**config.mk**
```make
export PLATFORM = sky130hd
export DESIGN_NAME = seq_restoring_divider
export DESIGN_NICKNAME = d
export VERILOG_FILES = /design/src/rtl/seq_restoring_divider.sv
export SDC_FILE = /design/constraint.sdc
export NUM_CORES = 1
export LEC_CHECK = 0
export CORE_MARGIN = 5
export CORE_UTILIZATION = 38
export DETAILED_ROUTE_END_ITERATION = 6
export PLACE_DENSITY = 0.7
export SETUP_SLACK_MARGIN = 0.15
export SKIP_CTS_REPAIR_TIMING = 1
export SLEW_MARGIN = 40
export SYNTH_ARGS = -nofsm -noshare
export SYNTH_HDL_FRONTEND = slang
export SYNTH_SLANG_ARGS = --single-unit
```
**constraint.sdc**
```tcl
create_clock -name clk -period 3.5 [get_ports clk]
set_input_delay 0.7 -clock clk [delete_from_list [all_inputs] [get_ports clk]]
set_output_delay 0.7 -clock clk [all_outputs]
set_load 0.05 [all_outputs]
```
**src/rtl/seq_restoring_divider.sv**
```systemverilog
// seq_restoring_divider
//   Multi-cycle unsigned restoring divider. It produces one quotient bit per
//   clock and uses a start/busy/done handshake.
//
// Ports
//   clk          system clock (rising edge)
//   rst_n        asynchronous active-low reset
//   start        request a division; ignored while busy
//   dividend     unsigned dividend, captured on the accepting edge
//   divisor      unsigned divisor, captured on the accepting edge
//   busy         high while iterating (CALC)
//   done         one-cycle pulse while results are freshly valid (FIN)
//   quotient     result, held until the next result is produced
//   remainder    result, held until the next result is produced
//   div_by_zero  set together with done when the captured divisor was 0
module seq_restoring_divider #(
  parameter int unsigned WIDTH = 3
) (
  input  logic             clk,
  input  logic             rst_n,
  input  logic             start,
  input  logic [WIDTH-1:0] dividend,
  input  logic [WIDTH-1:0] divisor,
  output logic             busy,
  output logic             done,
  output logic [WIDTH-1:0] quotient,
  output logic [WIDTH-1:0] remainder,
  output logic             div_by_zero
);

  localparam int unsigned CW = $clog2(WIDTH + 1);

  typedef enum logic [1:0] {
    IDLE,
    CALC,
    FIN
  } state_t;

  state_t state, state_nx;

  logic [WIDTH:0]   prem;       // partial remainder
  logic [WIDTH-1:0] shreg;      // dividend shifting out, quotient shifting in
  logic [WIDTH-1:0] dvs;        // captured divisor
  logic [CW-1:0]    cnt;        // iterations still to perform

  logic [WIDTH:0]   prem_sh;
  logic [WIDTH:0]   trial;
  logic [WIDTH:0]   prem_nx;
  logic [WIDTH-1:0] shreg_nx;
  logic             accept;
  logic             last;

  // One restoring step: shift {prem, shreg} left, try subtracting the divisor,
  // keep the difference only when it did not go negative.
  always_comb begin
    prem_sh  = {prem[WIDTH-1:0], shreg[WIDTH-1]};
    trial    = prem_sh - {1'b0, dvs};
    shreg_nx = {shreg[WIDTH-2:0], ~trial[WIDTH]};
    prem_nx  = trial[WIDTH] ? prem_sh : trial;
  end

  // FIN accepts a new request exactly like IDLE, giving back-to-back operation.
  assign accept = start && (state != CALC);
  assign last   = (cnt == CW'(1));

  always_ff @(posedge clk or negedge rst_n) begin
    if (!rst_n) state <= IDLE;
    else        state <= state_nx;
  end

  always_comb begin
    state_nx = state;
    busy     = 1'b0;
    done     = 1'b0;
    unique case (state)
      IDLE: begin
        if (start) state_nx = (divisor == '0) ? FIN : CALC;
      end
      CALC: begin
        busy = 1'b1;
        if (last) state_nx = FIN;
      end
      FIN: begin
        done = 1'b1;
        if (start) state_nx = (divisor == '0) ? FIN : CALC;
        else       state_nx = IDLE;
      end
      default: state_nx = IDLE;
    endcase
  end

  // Results only move on the edge entering FIN, so the previous result stays
  // visible for the whole CALC phase of a nonzero-divisor operation.
  always_ff @(posedge clk or negedge rst_n) begin
    if (!rst_n) begin
      prem        <= '0;
      shreg       <= '0;
      dvs         <= '0;
      cnt         <= '0;
      quotient    <= '0;
      remainder   <= '0;
      div_by_zero <= 1'b0;
    end else if (accept) begin
      dvs <= divisor;
      if (divisor == '0) begin
        prem        <= '0;
        shreg       <= '0;
        cnt         <= '0;
        quotient    <= '1;
        remainder   <= dividend;
        div_by_zero <= 1'b1;
      end else begin
        prem  <= '0;
        shreg <= dividend;
        cnt   <= CW'(WIDTH);
      end
    end else if (state == CALC) begin
      prem  <= prem_nx;
      shreg <= shreg_nx;
      cnt   <= cnt - CW'(1);
      if (last) begin
        quotient    <= shreg_nx;
        remainder   <= prem_nx[WIDTH-1:0];
        div_by_zero <= 1'b0;
      end
    end
  end

endmodule
```
==> flow_summary.json, run 1 <==
{
  "status": "finished clean",
  "synth_top_area_share": 0.457,
  "synth_area_mm2": 0.00110,
  "yosysSeqAreaShare": 0.457,
  "antennaDiodeCount": 0,
  "arrival_ps": 2080,
  "critPathLaunchType": "register",
  "worst_hold_path_type": "input pin to asynchronous set/reset pin",
  "area_growth_pct": 20.4,
  "drv_slew": 0,
  "synth_area_leaders": "dfrtp_1 46%, ha_1 4.6%, nand2_1 4.5%",
  "wl_met3_um": 126,
  "final_hold_viol_count": 0,
  "die_area_mm2": 0.00406,
  "synth_top_area_cell": "dfrtp_1",
  "period_needed_ps": 2780,
  "slew-limit-headroom": 0.662,
  "core_mm2": 0.00276,
  "cts_buffers": 3,
  "drt_iter0_markers": 20,
  "vias": 851,
  "start_util": 0.397,
  "setup_viol": 0,
  "ios": 18,
  "grt_pass1_vias": 851,
  "placementRows": 19,
  "maxCapViolCount": 0,
  "synthesis.nets": 124,
  "portBuffers": 17,
  "routed.top_layer": "met3",
  "ir_drop_mv": 0.739,
  "cts_tree": "done",
  "dr.pass1.iters": 4,
  "fmax_mhz": 360,
  "wl_met2_mm": 1.10,
  "route.detailed.drc": 0,
  "cts-root-buf": "clkbuf_4",
  "post_drt_wl_per_cell_um": 14.5,
  "yosys_register_bits": 20,
  "clk_path_buf_depth": 2,
  "grt_max_degree": 21,
  "avgSynthCellArea_um2": 9.96,
  "ctsHtreeMaxLevel": 1,
  "power_density_mw_per_mm2": 1120,
  "clk_latency_ps": 300,
  "tightestPinTransition_ps": 503,
  "dieHeight_um": 63.7,
  "vias_per_cell": 5.39,
  "grt-ovfl-total": 0,
  "fin_util": 0.479,
  "wl_met1_mm": 1.07,
  "yosys.cell_types.count": 34,
  "path_clk_slew_ps": 120,
  "fin_nets": 142,
  "ant_nets": 0,
  "place.gp.congestion": 0.744,
  "leakage_uw": 0.000590,
  "clock-sinks": 20,
  "hpwlAfterDp_mm": 1.80,
  "grt_pass1_wl_mm": 4.04,
  "critPathKind": "register to output port",
  "cp-end-kind": "output port",
  "period_share": 0.793,
  "drt-total-wl_mm": 2.30,
  "track_usage": 0.122,
  "rsz0062_at_grt": "false",
  "synth_cells": 110,
  "fin_skew_ps": 7.17,
  "required_ps": 2800,
  "ys_warn_count": 0,
  "worstPathMaxFanout": 12,
  "die_x_um": 63.7,
  "tns_ps": 0,
  "drive_above_1_share": 0.0709,
  "antenna_found_initial": 0
}
## cells in the mapped netlist (all sizes together)
cell type and count:
a211o 2, a21boi 1, a21o 2, a21oi 6
a221oi 3, a31o 1, a31oi 1, a41oi 2
and2 2, and2b 1, and3b 1, buf 4
bufinv 1, clkinv 1, dfrtp 20, fa 1
ha 4, inv 6, mux2i 1, nand2 13
nand2b 5, nand3 1, nand3b 2, nor2 13
nor3 1, o211ai 3, o21ai 8, o22a 1
o32ai 1, xnor2 1, xor2 1
## sequential cells by signal, summed over array words and instances (netlist names)
signal / cells
dvs: 3
prem: 3
quotient: 3
remainder: 3
shreg: 3
cnt: 2
state: 2
div_by_zero: 1
## per-stage QoR
step / worst slack [ps] / total power, uW / area, um^2 / cells / hold WS, ps
3_3_place_gp: 1110 / 1280 / 1270 / 154 / 468
4_1_cts: 704 / 1500 / 1320 / 158 / 332
6_report: 724 / 1480 / 1320 / 158 / 324
2_1_floorplan: 1750 / 1090 / 1100 / 110 / 404
5_1_grt: 626 / 1600 / 1320 / 158 / 350
3_5_place_dp: 1070 / 1310 / 1270 / 154 / 484
## routing by layer
| layer | global-route usage | vias to the layer above |
|---|---|---|
| met3 | 0.0426 | 0 |
| met4 | 0.0156 | 0 |
| met2 | 0.198 | 19 |
| met1 | 0.163 | 413 |
| met5 | 0 | - |
| li1 | - | 419 |
## worst paths after layout
path                                      startpoint                  endpoint  slack [ps]  cells past startpoint
worst max-delay path            state[1]$_DFFE_PN0P_                      busy         720                      3
worst min-delay path                           rst_n  remainder[2]$_DFFE_PN0P_         320                      1
worst max register to register  shreg[2]$_DFFE_PN0P_       prem[1]$_DFFE_PN0P_        1560                      7
worst min register to register  state[1]$_DFFE_PN0P_      state[1]$_DFFE_PN0P_         500                      1
max in group asynchronous                      rst_n  remainder[1]$_DFFE_PN0P_        2860                      1
min in group clk                state[1]$_DFFE_PN0P_      state[1]$_DFFE_PN0P_         500                      1
## area by class of cell
cell class / count / area, um^2
Timing Repair Buffer: 17 / 165
Sequential cell: 20 / 500
Clock buffer: 3 / 22.5
Fill cell: 279 / 1440
Tap cell: 31 / 38.8
Multi-Input combinational cell: 78 / 507
Inverter: 8 / 56.3
Clock inverter: 1 / 30.0
## report_power, final
part | internal [uW] | switching (uW)
clock network | 116 | 73.1
registers | 344 | 79.0
logic | 332 | 537
total | 792 | 689
## layout by cell type, fill, tap and decap left out, drive strengths merged, types with 2 or more instances in the layout
master / count
a211o: 2
a21o: 2
a21oi: 6
a221oi: 3
a41oi: 2
and2: 2
bufinv: 2
clkbuf: 3
clkdlybuf4s50: 16
dfrtp: 20
ha: 4
inv: 6
nand2: 13
nand2b: 5
nand3b: 2
nor2: 13
o211ai: 3
o21ai: 8
## logic make-up (layout without fill, tap and decap cells)
logic type,count (synthesis),in the layout,share of synthesized area
AOI/OAI and AO/OA,31,31,0.191
xor gates and xnor gates,2,2,0.0160
adders and majority gates,5,5,0.0639
buffers and inverters,12,29,0.0811
DFF,20,20,0.457
muxes,1,1,0.00913
and+or+nand+nor,39,39,0.183
## critical path, cell delays in order (launching register included)
cell and delay [ps]:
dfrtp_1 410, nand2b_1 370, clkinv_8 180, clkdlybuf4s50_1 820
(Power assumes the default switching activity.)
==> run 2, diff against run 1 <==
==> constraint.sdc (replaced) <==
create_clock -name clk -period 2.8 [get_ports clk]
set_input_delay 0.56 -clock clk [delete_from_list [all_inputs] [get_ports clk]]
set_output_delay 0.56 -clock clk [all_outputs]
set_load 0.05 [all_outputs]
==> flow_summary.json, run 2 (synthesis results as in run 1) <==
{
  "status": "finished clean",
  "period_share": 0.824,
  "ctsHtreeMaxLevel": 1,
  "post_drt_wl_per_cell_um": 14.6,
  "cts_buffers": 3,
  "clock-sinks": 20,
  "drt_iter0_markers": 15,
  "final_common_cell": "dfrtp_1",
  "die_area_mm2": 0.00406,
  "route.detailed.drc": 0,
  "met3_usage": 0.0426,
  "rsz0062_at_grt": "false",
  "fill_cells": 266,
  "vias_per_cell": 5.38,
  "switching_power_uw": 860,
  "cts-root-buf": "clkbuf_4",
  "cp-end-kind": "output port",
  "dr.pass1.iters": 4,
  "slew-limit-headroom": 0.663,
  "dieHeight_um": 63.7,
  "core_mm2": 0.00276,
  "switching_share": 0.482,
  "final_cell_mix": "20 x dfrtp_1, 16 x clkdlybuf4s50_1, 13 x nand2_1",
  "drive_above_1_share": 0.0703,
  "top_usage_layer": "met2",
  "die_x_um": 63.7,
  "clk_path_buf_depth": 2,
  "grt_max_degree": 21,
  "fin_nets": 143,
  "r2r_slack_ps": 850,
  "drv_slew": 0,
  "critPathKind": "register to output port",
  "ios": 18,
  "ant_nets": 0,
  "grt_use_met2": 0.197,
  "pwr-share-clk": 0.094,
  "required_ps": 2240,
  "maxCapViolCount": 0,
  "met1_usage": 0.159,
  "leakage_uw": 0.000599,
  "track_usage": 0.120,
  "clk_latency_ps": 300,
  "whs_ps": 501,
  "tns_ps": 0,
  "endpoint": "done",
  "portBuffers": 17,
  "start_util": 0.397,
  "antennaDiodeCount": 0,
  "grt_pass1_wl_mm": 3.97,
  "comb_power_share": 0.607,
  "final_hold_viol_count": 0,
  "drt-total-wl_mm": 2.32,
  "tightestPinTransition_ps": 502,
  "ir_drop_mv": 0.918,
  "worstPathMaxFanout": 5,
  "p_int_uw": 923,
  "critPathLaunch": "state[0]$_DFFE_PN0P_",
  "antenna_found_initial": 0,
  "cts_tree": "done",
  "worstReg2RegEnd": "prem[1]$_DFFE_PN0P_",
  "period_needed_ps": 2310,
  "grt_pass1_vias": 855,
  "critPathLaunchType": "register",
  "path_clk_slew_ps": 110,
  "area_growth_pct": 20.3,
  "r2r_cells": 7,
  "arrival_ps": 1750,
  "fin_skew_ps": 4.94,
  "fmax_mhz": 433,
  "grt-ovfl-total": 0,
  "vias": 856,
  "power_density_mw_per_mm2": 1350,
  "seq_power_share": 0.299,
  "rr_startpoint": "shreg[2]$_DFFE_PN0P_",
  "worst_hold_path_type": "register to register",
  "hpwlAfterDp_mm": 1.78,
  "place.gp.congestion": 0.742,
  "placementRows": 19,
  "setup_viol": 0
}
-- run 2: cell types whose count changed in the layout (fill, tap and decap cells not counted) --
cell,delta
buf_2,-1
buf_4,+1
bufinv_16,-1
clkbuf_8,+1
dlymetal6s2s_1,+1
-- run 2: through the flow --
stage	worst slack, ps	cells	area (um^2)	total power (uW)	utilization
6_report	493	159	1320	1780	0.478
5_1_grt	421	159	1320	1930	0.478
4_1_cts	161	159	1320	1800	0.477
3_5_place_dp	519	155	1280	1620	0.464
3_3_place_gp	548	155	1280	1600	0.464
2_1_floorplan	1050	110	1100	1370	-
-- run 2: how the worst min path moves through the flow --
| stage | from | to | slack (ps) | cells after the start |
|---|---|---|---|---|
| 4_1_cts | state[1]$_DFFE_PN0P_ | state[1]$_DFFE_PN0P_ | 510 | 1 |
| 3_3_place_gp | state[1]$_DFFE_PN0P_ | state[1]$_DFFE_PN0P_ | 470 | 1 |
| 5_1_grt | quotient[1]$_DFFE_PN0P_ | quotient[1]$_DFFE_PN0P_ | 540 | 1 |
| 6_report | state[1]$_DFFE_PN0P_ | state[1]$_DFFE_PN0P_ | 500 | 1 |
| 2_1_floorplan | rst_n | cnt[0]$_DFFE_PN0P_ | 260 | 0 |
| 3_5_place_dp | div_by_zero$_DFFE_PN0P_ | div_by_zero$_DFFE_PN0P_ | 480 | 2 |
-- run 2: power groups by stage --
stage	Combinational (uW)	Clock, uW	Sequential (uW)
4_1_cts	1090	175	534
3_3_place_gp	1070	0	535
3_5_place_dp	1080	0	540
5_1_grt	1190	184	554
6_report	1080	167	534
2_1_floorplan	696	0	672
-- run 2: cell type report --
| cell class | instances | area (um^2) | area share |
|---|---|---|---|
| multi-input combinational | 78 | 507 | 0.384 |
| sequential | 20 | 500 | 0.380 |
| timing repair buffer | 18 | 180 | 0.137 |
| inverter | 8 | 56.3 | 0.0427 |
| tap | 31 | 38.8 | 0.0294 |
| clock buffer | 4 | 36.3 | 0.0275 |
-- run 2: routing by layer --
| metal | vias to the layer above | wire [um] | part of all wire |
|---|---|---|---|
| li1 | 424 | - | - |
| met5 | - | 0 | 0 |
| met4 | 0 | 0 | 0 |
| met2 | 19 | 1080 | 0.47 |
| met1 | 413 | 1100 | 0.48 |
| met3 | 0 | 132 | 0.057 |
-- run 2: worst max-delay path, stage by stage, from the launching register on --
cell             delay, ps
dfrtp_1                430
and2b_1                220
clkdlybuf4s50_1        800
==> run 3, diff against run 2 <==
--- a/config.mk
+++ b/config.mk
@@ -8,7 +8,7 @@
 export CORE_MARGIN = 5
 export CORE_UTILIZATION = 38
 export DETAILED_ROUTE_END_ITERATION = 6
-export PLACE_DENSITY = 0.7
+export PLACE_DENSITY = 0.72
 export SETUP_SLACK_MARGIN = 0.15
 export SKIP_CTS_REPAIR_TIMING = 1
 export SLEW_MARGIN = 40
==> constraint.sdc (replaced) <==
create_clock -name clk -period 2.07 [get_ports clk]
set_input_delay 0.414 -clock clk [delete_from_list [all_inputs] [get_ports clk]]
set_output_delay 0.414 -clock clk [all_outputs]
set_load 0.05 [all_outputs]
==> flow_summary.json, run 3 (synthesis results as in run 1) <==
{
  "clock-sinks": 20,
  "route.detailed.drc": 0,
  "cts_tree": "done",
  "clk_path_buf_depth": 2,
  "path_cells": "inv_1 -> ha_2 -> fa_1 -> nand2b_4 -> a211o_1 -> a41oi_1",
  "placementRows": 19,
  "ir_drop_mv": 1.52,
  "drv_slew": 0,
  "pwr-share-clk": 0.093,
  "final_common_cell": "dfrtp_1",
  "area_growth_pct": 25.2,
  "switching_power_uw": 1200,
  "period_share": 0.927,
  "grt-ovfl-total": 0,
  "vias": 852,
  "start_util": 0.397,
  "power_density_mw_per_mm2": 1830,
  "crit_buf_inv": 1,
  "final-seq-area_um2": 500,
  "p_int_uw": 1310,
  "hpwlAfterDp_mm": 1.78,
  "drt_iter0_markers": 34,
  "seq_power_share": 0.290,
  "critPathLaunchType": "register",
  "period_needed_ps": 1920,
  "ctsHtreeMaxLevel": 1,
  "design_area_mm2": 0.00137,
  "worst_hold_path_type": "input pin to asynchronous set/reset pin",
  "dpl-instance-area_mm2": 0.00130,
  "die_area_mm2": 0.00406,
  "final_hold_viol_count": 0,
  "die_x_um": 63.7,
  "antenna_found_initial": 0,
  "crit_family": "adder cells",
  "arrival_ps": 2140,
  "worstPathMaxFanout": 4,
  "dr.pass1.iters": 4,
  "fmax_mhz": 521,
  "cts_buffers": 3,
  "drive_above_1_share": 0.131,
  "core_mm2": 0.00276,
  "switching_share": 0.478,
  "required_ps": 2290,
  "max_stage_delay_ps": 500,
  "status": "finished clean",
  "path_clk_slew_ps": 120,
  "grt_pass1_wl_mm": 4.15,
  "final_cell_mix": "20 x dfrtp_1, 13 x nand2_1, 12 x nor2_1",
  "clk_latency_ps": 300,
  "grt_max_degree": 21,
  "critPathKind": "register to register",
  "tns_ps": 0,
  "drt-total-wl_mm": 2.39,
  "maxCapViolCount": 0,
  "ios": 18,
  "fill_cells": 262,
  "fin_nets": 145,
  "slowest_stage": "fa_1",
  "track_usage": 0.127,
  "cts-root-buf": "clkbuf_4",
  "vias_per_cell": 5.29,
  "portBuffers": 17,
  "comb_power_share": 0.617,
  "fin_skew_ps": 2.76,
  "place.gp.congestion": 0.776,
  "tightestPinTransition_ps": 511,
  "ant_nets": 0,
  "multi_input_area_um2": 523,
  "dieHeight_um": 63.7,
  "cp-end-kind": "register",
  "setup_viol": 0,
  "grt_pass1_vias": 873,
  "rsz0062_at_grt": "true",
  "leakage_uw": 0.000663,
  "post_drt_wl_per_cell_um": 14.8,
  "slew-limit-headroom": 0.659,
  "antennaDiodeCount": 0
}
[run 3: cell types whose count changed in the layout (fill, tap and decap cells not counted)]
cell	delta
a21oi_1	-1
a21oi_2	+1
buf_12	+1
buf_4	+3
clkdlybuf4s50_1	-8
dlymetal6s2s_1	+6
ha_1	-1
ha_2	+1
nand2b_1	-2
nand2b_2	+1
nand2b_4	+1
[run 3: layout make-up]
| cell class | instances | area share |
|---|---|---|
| Clock buffer | 4 | 0.0264 |
| Inverter | 8 | 0.0410 |
| Multi-Input combinational cell | 78 | 0.381 |
| Sequential cell | 20 | 0.365 |
| Tap cell | 31 | 0.0283 |
| Timing Repair Buffer | 20 | 0.159 |
[run 3: final timing paths]
| check | start | cells past startpoint | endpoint | slack, ps |
|---|---|---|---|---|
| setup / recovery | shreg[2]$_DFFE_PN0P_ | 6 | remainder[1]$_DFFE_PN0P_ | 150 |
| hold / removal | rst_n | 2 | dvs[2]$_DFFE_PN0P_ | 440 |
| setup reg to reg | shreg[2]$_DFFE_PN0P_ | 6 | remainder[1]$_DFFE_PN0P_ | 150 |
| hold reg to reg | div_by_zero$_DFFE_PN0P_ | 2 | div_by_zero$_DFFE_PN0P_ | 500 |
| max in group asynchronous | rst_n | 2 | prem[1]$_DFFE_PN0P_ | 1430 |
| min in group clk | div_by_zero$_DFFE_PN0P_ | 2 | div_by_zero$_DFFE_PN0P_ | 500 |
[run 3: power groups by stage]
stage | sequential, uW | clock [uW] | combinational (uW)
after global placement | 726 | 0 | 1480
after floorplan | 908 | 0 | 941
final | 730 | 233 | 1550
after CTS | 728 | 240 | 1520
after detailed placement | 736 | 0 | 1510
after global routing | 757 | 255 | 1700
[run 3: per-stage QoR]
| step | utilization | cells | hold slack, ps | setup WS (ps) | power [uW] |
|---|---|---|---|---|---|
| floorplan | - | 110 | 118 | 318 | 1850 |
| global placement | 0.472 | 157 | 478 | 139 | 2200 |
| detailed placement | 0.472 | 157 | 479 | 123 | 2240 |
| CTS | 0.485 | 161 | 437 | 91.5 | 2490 |
| global route | 0.498 | 161 | 452 | 64.4 | 2710 |
| finish | 0.498 | 161 | 436 | 151 | 2510 |
[run 3: metal layers]
metal | up-vias | GRT usage | wire length, um
li1 | 428 | - | -
met1 | 407 | 0.165 | 1170
met2 | 15 | 0.203 | 1120
met3 | 2 | 0.0462 | 88
met4 | 0 | 0.0234 | 8
met5 | - | 0 | 0
